<file path="src/rtl/sram_pkg.sv">
// Shared types and defaults for the two-requester SRAM arbiter.
// Latency: n/a (declarations only).
// Backpressure: n/a.
package sram_pkg;

  localparam int unsigned ADDR_W_DEF = 3;
  localparam int unsigned DATA_W_DEF = 8;

  // IDLE arbitrates, ACCESS drives the SRAM for one cycle, DONE reports completion.
  typedef enum logic [1:0] {
    ST_IDLE   = 2'd0,
    ST_ACCESS = 2'd1,
    ST_DONE   = 2'd2
  } state_t;

endpackage

</file>
<file path="src/rtl/rr_pick2.sv">
// Combinational 2-way round-robin picker: a lone requester wins, a tie goes to i_ptr.
// Latency: 0 cycles (pure combinational).
// Backpressure: none; the caller decides when the pick is consumed.
module rr_pick2 (
  input  logic i_req0,
  input  logic i_req1,
  input  logic i_ptr,
  output logic o_winner,
  output logic o_valid
);

  // Winner is 1 when only requester 1 asks, or on a tie when the pointer favours it.
  always_comb begin
    o_valid  = i_req0 | i_req1;
    o_winner = (i_req0 & i_req1) ? i_ptr : i_req1;
  end

endmodule

</file>
<file path="src/rtl/sram_arbiter.sv">
// Arbitrates two requesters onto one single-port SRAM, one access per 3 cycles.
// Latency: req sampled in IDLE at edge N -> gnt N+1, chip select N+1..N+2, done/rdata N+2..N+3.
// Backpressure: requesters hold req until their done pulse; requests are only sampled in IDLE.
module sram_arbiter
  import sram_pkg::*;
#(
  parameter int ADDR_W = ADDR_W_DEF,
  parameter int DATA_W = DATA_W_DEF
) (
  input  logic              clk,
  input  logic              resetN,
  input  logic              req0,
  input  logic              req1,
  input  logic              we0,
  input  logic              we1,
  input  logic [ADDR_W-1:0] addr0,
  input  logic [ADDR_W-1:0] addr1,
  input  logic [DATA_W-1:0] wdata0,
  input  logic [DATA_W-1:0] wdata1,
  output logic              gnt0,
  output logic              gnt1,
  output logic              done0,
  output logic              done1,
  output logic [DATA_W-1:0] rdata,
  output logic [ADDR_W-1:0] memAddress,
  output logic [DATA_W-1:0] memDataIn,
  output logic              memWriteEnable,
  output logic              memChipSelect,
  input  logic [DATA_W-1:0] memDataOut
);

  state_t             r_state;
  state_t             w_state_nxt;
  logic               r_ptr;
  logic               r_owner;
  logic               r_we;
  logic [ADDR_W-1:0]  r_addr;
  logic [DATA_W-1:0]  r_wdata;
  logic [DATA_W-1:0]  r_rdata;
  logic               w_winner;
  logic               w_valid;
  logic               w_grant;
  logic               w_busy;

  rr_pick2 u_pick (
    .i_req0   (req0),
    .i_req1   (req1),
    .i_ptr    (r_ptr),
    .o_winner (w_winner),
    .o_valid  (w_valid)
  );

  // A grant is taken only from IDLE; requests are ignored while busy.
  assign w_grant = (r_state == ST_IDLE) && w_valid;

  // Next-state: fixed IDLE -> ACCESS -> DONE -> IDLE walk once granted.
  always_comb begin
    w_state_nxt = r_state;
    case (r_state)
      ST_IDLE:   if (w_valid) w_state_nxt = ST_ACCESS;
      ST_ACCESS: w_state_nxt = ST_DONE;
      ST_DONE:   w_state_nxt = ST_IDLE;
      default:   w_state_nxt = ST_IDLE;
    endcase
  end

  // State register; reset aborts any in-flight access.
  always_ff @(posedge clk or negedge resetN) begin
    if (!resetN) r_state <= ST_IDLE;
    else         r_state <= w_state_nxt;
  end

  // Latch the winning request and hand priority to the loser on every grant.
  always_ff @(posedge clk or negedge resetN) begin
    if (!resetN) begin
      r_ptr   <= 1'b0;
      r_owner <= 1'b0;
      r_we    <= 1'b0;
      r_addr  <= '0;
      r_wdata <= '0;
    end else if (w_grant) begin
      r_ptr   <= ~w_winner;
      r_owner <= w_winner;
      r_we    <= w_winner ? we1    : we0;
      r_addr  <= w_winner ? addr1  : addr0;
      r_wdata <= w_winner ? wdata1 : wdata0;
    end
  end

  // Capture SRAM read data at the end of a read ACCESS; writes leave rdata untouched.
  always_ff @(posedge clk or negedge resetN) begin
    if (!resetN)                              r_rdata <= '0;
    else if (r_state == ST_ACCESS && !r_we)   r_rdata <= memDataOut;
  end

  // Grant covers ACCESS and DONE; done and chip select are decoded from state.
  assign w_busy         = (r_state != ST_IDLE);
  assign gnt0           = w_busy & ~r_owner;
  assign gnt1           = w_busy &  r_owner;
  assign done0          = (r_state == ST_DONE) & ~r_owner;
  assign done1          = (r_state == ST_DONE) &  r_owner;
  assign memChipSelect  = (r_state == ST_ACCESS);
  assign memWriteEnable = (r_state == ST_ACCESS) & r_we;
  assign memAddress     = r_addr;
  assign memDataIn      = r_wdata;
  assign rdata          = r_rdata;

endmodule

</file>
<file path="config.mk">
export PLATFORM = sky130hd
export DESIGN_NAME = sram_arbiter
export DESIGN_NICKNAME = d
export VERILOG_FILES = /design/src/rtl/sram_pkg.sv /design/src/rtl/rr_pick2.sv /design/src/rtl/sram_arbiter.sv
export SDC_FILE = /design/constraint.sdc
export NUM_CORES = 1
export LEC_CHECK = 0
export CAP_MARGIN = 20
export CORE_MARGIN = 4
export CORE_UTILIZATION = 30
export DETAILED_ROUTE_END_ITERATION = 10
export DONT_BUFFER_PORTS = 1
export SETUP_SLACK_MARGIN = 0.02
export SYNTH_ARGS = -nofsm -noshare
export SYNTH_HDL_FRONTEND = slang
export SYNTH_SLANG_ARGS = --single-unit
</file>
<file path="constraint.sdc">
create_clock -name clk -period 1.45 [get_ports clk]
set_input_delay 0.145 -clock clk [delete_from_list [all_inputs] [get_ports clk]]
set_output_delay 0.145 -clock clk [all_outputs]
set_load 0.005 [all_outputs]
</file>
### Word level (Yosys, flattened, before mapping)

Cells that the tools add are included.

| cells by class | value |
|---|---|
| reduce and logical (&&, ||, !) cells | 5 |
| eq/ne operators | 3 |
| multiplexer cells | 6 |
| bitwise operators | 9 |

Operators by type and width:

| cell | count |
|---|---|
| 8-bit two-way mux | 1 |
| 1-bit AND | 6 |
| 2-bit case mux with 2 select lines | 1 |
| 3-bit two-way mux | 1 |
| 2-bit by 1-bit == test with 1-bit output (second input constant) | 1 |
| 2-bit == test (second input constant) | 1 |
| 1-bit logical AND | 2 |
| 2-bit zero test | 1 |
| 1-bit two-way mux | 2 |
| 2-bit two-way mux | 1 |
| 2-bit != test (second input constant) | 1 |
| 1-bit inverter | 2 |
| 2-bit nonzero test | 1 |
| 1-bit zero test | 1 |
| 1-bit bitwise OR | 1 |

| storage, ports and cells | value |
|---|---|
| bits of input ports | 36 |
| word-level logic and storage cells | 30 |
| output and inout bits | 25 |
| register bits after elaboration | 24 |

### Depth between registers and ports, before layout

| depth | value |
|---|---|
| depth after elaboration | 3 |
| mapped depth | 4 |
| gate-level depth less buffers | 3 |

### Modules after synthesis

From an unflattened synthesis, not the netlist that was laid out.

| unflattened totals | value |
|---|---|
| cell total of the unflattened synthesis | 74 |
| area, all modules | 1,106.1 um2 |

Modules (own cells, without submodules):

| module | instances | area each (um2) | cells an instance | seq. area each (um2) |
|---|---|---|---|---|
| sram_arbiter | 1 | 1,088.5 | 71 | 600.6 |
| rr_pick2 | 1 | 17.5 | 3 | 0.0 |

### Worst setup path before layout

No wires, ideal clock.

| timing | value |
|---|---|
| path kind | register to register |
| start point | reg r_state[1] |
| end point | reg r_rdata[0], in the netlist rdata[0] |
| clock period less this slack | 1.254 ns |
| slack | 0.196 ns |
| stages on the path, launching flop included | 5 |
| buffers on the path | 1 |
| data required time | 1.325 ns |
| setup time | 0.125 ns |
| data arrival time | 1.129 ns |
| cells stage by stage | dfrtp_1 > nor2b_4 > nor2b_4 > buf_6 > mux2_4 |

| on the way | value |
|---|---|
| longest elaborated chain between the ends | 2 |

RTL lines:

| what | RTL line | RTL |
|---|---|---|
| start: declaration | sram_arbiter.sv:32 | `state_t r_state;` |
| start signal: assignment | sram_arbiter.sv:70 | `else r_state <= w_state_nxt;` |
| 2-bit by 1-bit == test with 1-bit output | n/a |  |
| via memChipSelect | sram_arbiter.sv:28 | `output logic memChipSelect,` |
| 1-bit logical AND | sram_arbiter.sv:93 | `else if (r_state == ST_ACCESS && !r_we) r_rdata <= memDataOut;` |
| end signal: assignment | sram_arbiter.sv:93 |  |
| end: declaration | sram_arbiter.sv:39 | `logic [DATA_W-1:0] r_rdata;` |

The timed path passes the listed nets, and every way through them passes these cells.
A chain may end at the register's enable or synchronous reset.

### Worst setup path in the final report

| timing | value |
|---|---|
| start point | reg r_state[1] |
| end point | reg r_rdata[7], in the netlist rdata[7] |

The elaborated chain is that of the path after synthesis.

==> results.md <==
- Power spread over the standard cell area amounts to 2170 nW/um2.
- The worst slack after detailed placement is 0.0377 ns.
- From left edge to right edge, the die measures 71.5 um.
- Ranked by total cell area, the synthesized netlist is headed by sky130_fd_sc_hd__dfrtp_1 (50%), sky130_fd_sc_hd__mux2_4 (9.9%), sky130_fd_sc_hd__a31oi_2 (9.3%).
- Counting every sink on the clock net gives 24.
- The number of remaining DRC errors is 0.
- For the worst setup path, the data arrival time is 1.49 ns.
- The kind of start point of the critical path is a flop.
- At the pin with the least slew margin, the transition time is 0.499 ns.
- The root buffer cell chosen for the clock tree is sky130_fd_sc_hd__clkbuf_8.
- In this run the standard cell core region covers 3770 um2.
- Of the post-synthesis cell area, the dominant cell type holds 0.496.
- The area share of and/or/nand/nor cells after synthesis is 0.134.
- The total count of max-transition violations in the final report is 0.
- The area used by multi-input combinational logic is 551 um2.
- The clock network latency to the later pin of the worst-skew pair is 0.26 ns.
- The shortest clock period the worst path allows after layout is 1.34 ns.
- Summed over all failing endpoints, the final setup total negative slack is 0 ns.
- The starting density of the core is 0.321.
- The setup-violating endpoint count in the final report is 0.
- The net count of the finished layout is 146.
- Excluding fillers, the count of instances in the completed layout stands at 156.
- The max-slew headroom at the worst pin is 0.668.
- The flip-flop and latch count after synthesis is 24.
- The first detailed-routing pass ran for 4 iterations.
- The area growth from synthesis to layout is 11.0%.
- Setup slack closes at 0.108 ns.
- Entering global routing, the biggest net connects 25 pins.
- Derived from the worst setup path, the maximum achievable clock frequency is 745 MHz.
- The max-cap check violation count is 0.
- The number of buffers created by CTS is 3.
- The global-route total usage across every layer is 0.115.
- The final hold violation count is 0.
- The synthesized-area fraction occupied by ao, oa, aoi and oai cells is 0.221.
- The deepest clock path buffer count is 2.
- In this run the core area contains 22 standard-cell rows.
- The repair_antennas step left the layout with diodes totalling 0.
- Once detail routing completed, the nets flagged for antenna violations numbered 0.
- Fill cells in the final layout number 376.
- The leakage power of the design is 0.521 nW.
- The final layout contains routed wiring with a total length of 3040 um.
- The maximum VDD drop is 0.000714 V.
- Of the post-synthesis cell area, the part taken by muxes is 0.0993.
- The critical path required time is 1.60 ns.
- The routed layout has 846 vias.
- The run finished with clean final reports.
- For this run, the number of Yosys warnings is 0.
- Of all nets on the critical path, the largest fanout is 8.
- In this run the cell area of the synthesized design comes to 1210 um2.
- The detailed-placement wirelength estimate is 2210 um.
- CTS built an H-tree with a depth of 1.
- Gates resized during post-CTS repair numbered 0.
- The synthesized-area fraction occupied by adder cells is 0.
- The initial antenna violation count is 0.
- The min-delay analysis places its worst path in the category in -> reg.
- The congestion estimate from routability-driven global placement came to 0.724.
- The cell type contributing the most total cell area after synthesis is sky130_fd_sc_hd__dfrtp_1.
- The number of DRC markers after the initial detailed-route iteration is 24.
- The remaining global-route overflow is 0.
- By area, the combinational part of the netlist is dominated by compound AO/OA/AOI/OAI gates.
- In this run the count of I/O pins placed on the die edge is 61.
- From bottom edge to top edge, the die measures 71.5 um.
- The die covers 5110 um2.
- The number of global-route vias before repair was 908.
- TritonCTS built the clock tree.
- The number of cells produced by synthesis is 107.
- The area taken by flip-flops and latches is 601 um2.
- The clock transition at the registers of the reported paths is 0.08 ns.
- The net count of the mapped netlist is 143.
- The per-cell routed wire length is 19.5 um.
- Dividing the final minimum period by the clock period gives 0.925.
- Setup repair after global routing left no endpoint under its margin.
- After detailed placement, the design holds a cell count of 149.
- The sort of element at the end of the critical path is a flop.
- Synthesis instantiated 22 different standard cells from the library.
- The count of input and output buffers is 0.
- The global-route wire length before repair is 4560 um.
- The average footprint of a synthesized cell is 11.3 um2.
- For this run, the register share of the synthesized area comes to 0.496.
- The xor-xnor portion of the synthesized cell area is 0.
- Clock skew on the completed layout was measured at 0.00413 ns.
- In the routed layout, each cell is associated on average with a via count of 5.42.
- The setup path with the least slack is of type reg -> reg.
- In the final layout, the share of cells above drive strength 1 is 0.259.
path summary, 6_finish.rpt:
kind	start	end	slack [ns]	cells after the start
min reg2reg	r_ptr	r_ptr	0.51	1
min	req1	r_owner	0.03	2
max reg2reg	r_state[1]	rdata[7]	0.11	4
max in group asynchronous	resetN	memDataIn[3]	0.80	2
min in group asynchronous	resetN	r_owner	0.23	1
max	r_state[1]	rdata[7]	0.11	4
cell usage after synthesis (all sizes together):
library cell and number:
nand3 13, nand2b 1, clkbuf 3, and2b 1, a31oi 13, nor3b 2, mux2 8, inv 2
nor2 3, dfrtp 24, and2 2, or2 1, nor2b 3, a21oi 13, buf 5, o21ai 13
worst max-delay path, stage by stage, from the launching register on:
cell                      delay (ns)
sky130_fd_sc_hd__dfrtp_1        0.45
sky130_fd_sc_hd__nor2b_4        0.16
sky130_fd_sc_hd__nor2b_4        0.18
sky130_fd_sc_hd__buf_12         0.14
sky130_fd_sc_hd__mux2_4         0.30
power by group:
| group | internal, mW | switching [mW] |
|---|---|---|
| logic | 0.620 | 0.582 |
| registers | 1.02 | 0.307 |
| clock network | 0.185 | 0.199 |
| total | 1.82 | 1.09 |
flip-flops by register name (all words and copies together) (netlist names):
name,flops
memAddress,3
r_ptr,1
r_owner,1
rdata,8
r_we,1
memDataIn,8
r_state,2
repair_timing:
| item | in CTS | in global routing |
|---|---|---|
| endpoints found under the setup margin | 0 | 8 |
| hold buffers | 2 | 0 |
| hold endpoints to repair | 25 | 0 |
| setup buffers | 0 | 1 |
kinds of logic (layout without fill, tap and decap cells):
| group | after synthesis | in the layout |
|---|---|---|
| compound gates | 39 | 39 |
| buf+inv | 10 | 11 |
| flops | 24 | 24 |
| mux | 8 | 8 |
| simple gates | 26 | 26 |
cell usage in the layout, fill, tap and decap left out, types with 3 or more instances in the layout:
cell type | netlist | final
sky130_fd_sc_hd__dfrtp_1 | 24 | 24
sky130_fd_sc_hd__o21ai_0 | 13 | 13
sky130_fd_sc_hd__nand3_1 | 13 | 13
sky130_fd_sc_hd__a21oi_1 | 13 | 13
sky130_fd_sc_hd__a31oi_2 | 9 | 9
sky130_fd_sc_hd__mux2_4 | 8 | 8
sky130_fd_sc_hd__a31oi_1 | 4 | 4
sky130_fd_sc_hd__clkbuf_8 | 0 | 3
layout make-up:
type	instances	share of cell area
clock buffers	3	0.0308
flip-flops and latches	24	0.447
multi-input cells	73	0.410
repair buffers	6	0.0615
well taps	48	0.0447
inverters	2	0.00559
metrics by stage:
| step | util | hold WS (ns) | cell area, um2 | power (mW) |
|---|---|---|---|---|
| floorplan | - | -0.151 | 1210 | 2.27 |
| global placement | 0.327 | -0.150 | 1230 | 2.43 |
| detailed placement | 0.327 | -0.150 | 1230 | 2.50 |
| CTS | 0.343 | 0.0207 | 1290 | 2.91 |
| global route | 0.356 | 0.00997 | 1340 | 3.12 |
| finish | 0.356 | 0.0263 | 1340 | 2.91 |
metal layers:
| metal | vias up | GRT usage | wire length [um] |
|---|---|---|---|
| met5 | - | 0 | 0 |
| met4 | 0 | 0.0188 | 17 |
| met3 | 2 | 0.0631 | 390 |
| met2 | 54 | 0.192 | 1470 |
| met1 | 398 | 0.130 | 1170 |
| li1 | 392 | - | - |
Note: power is estimated with default switching activity, not from simulation.
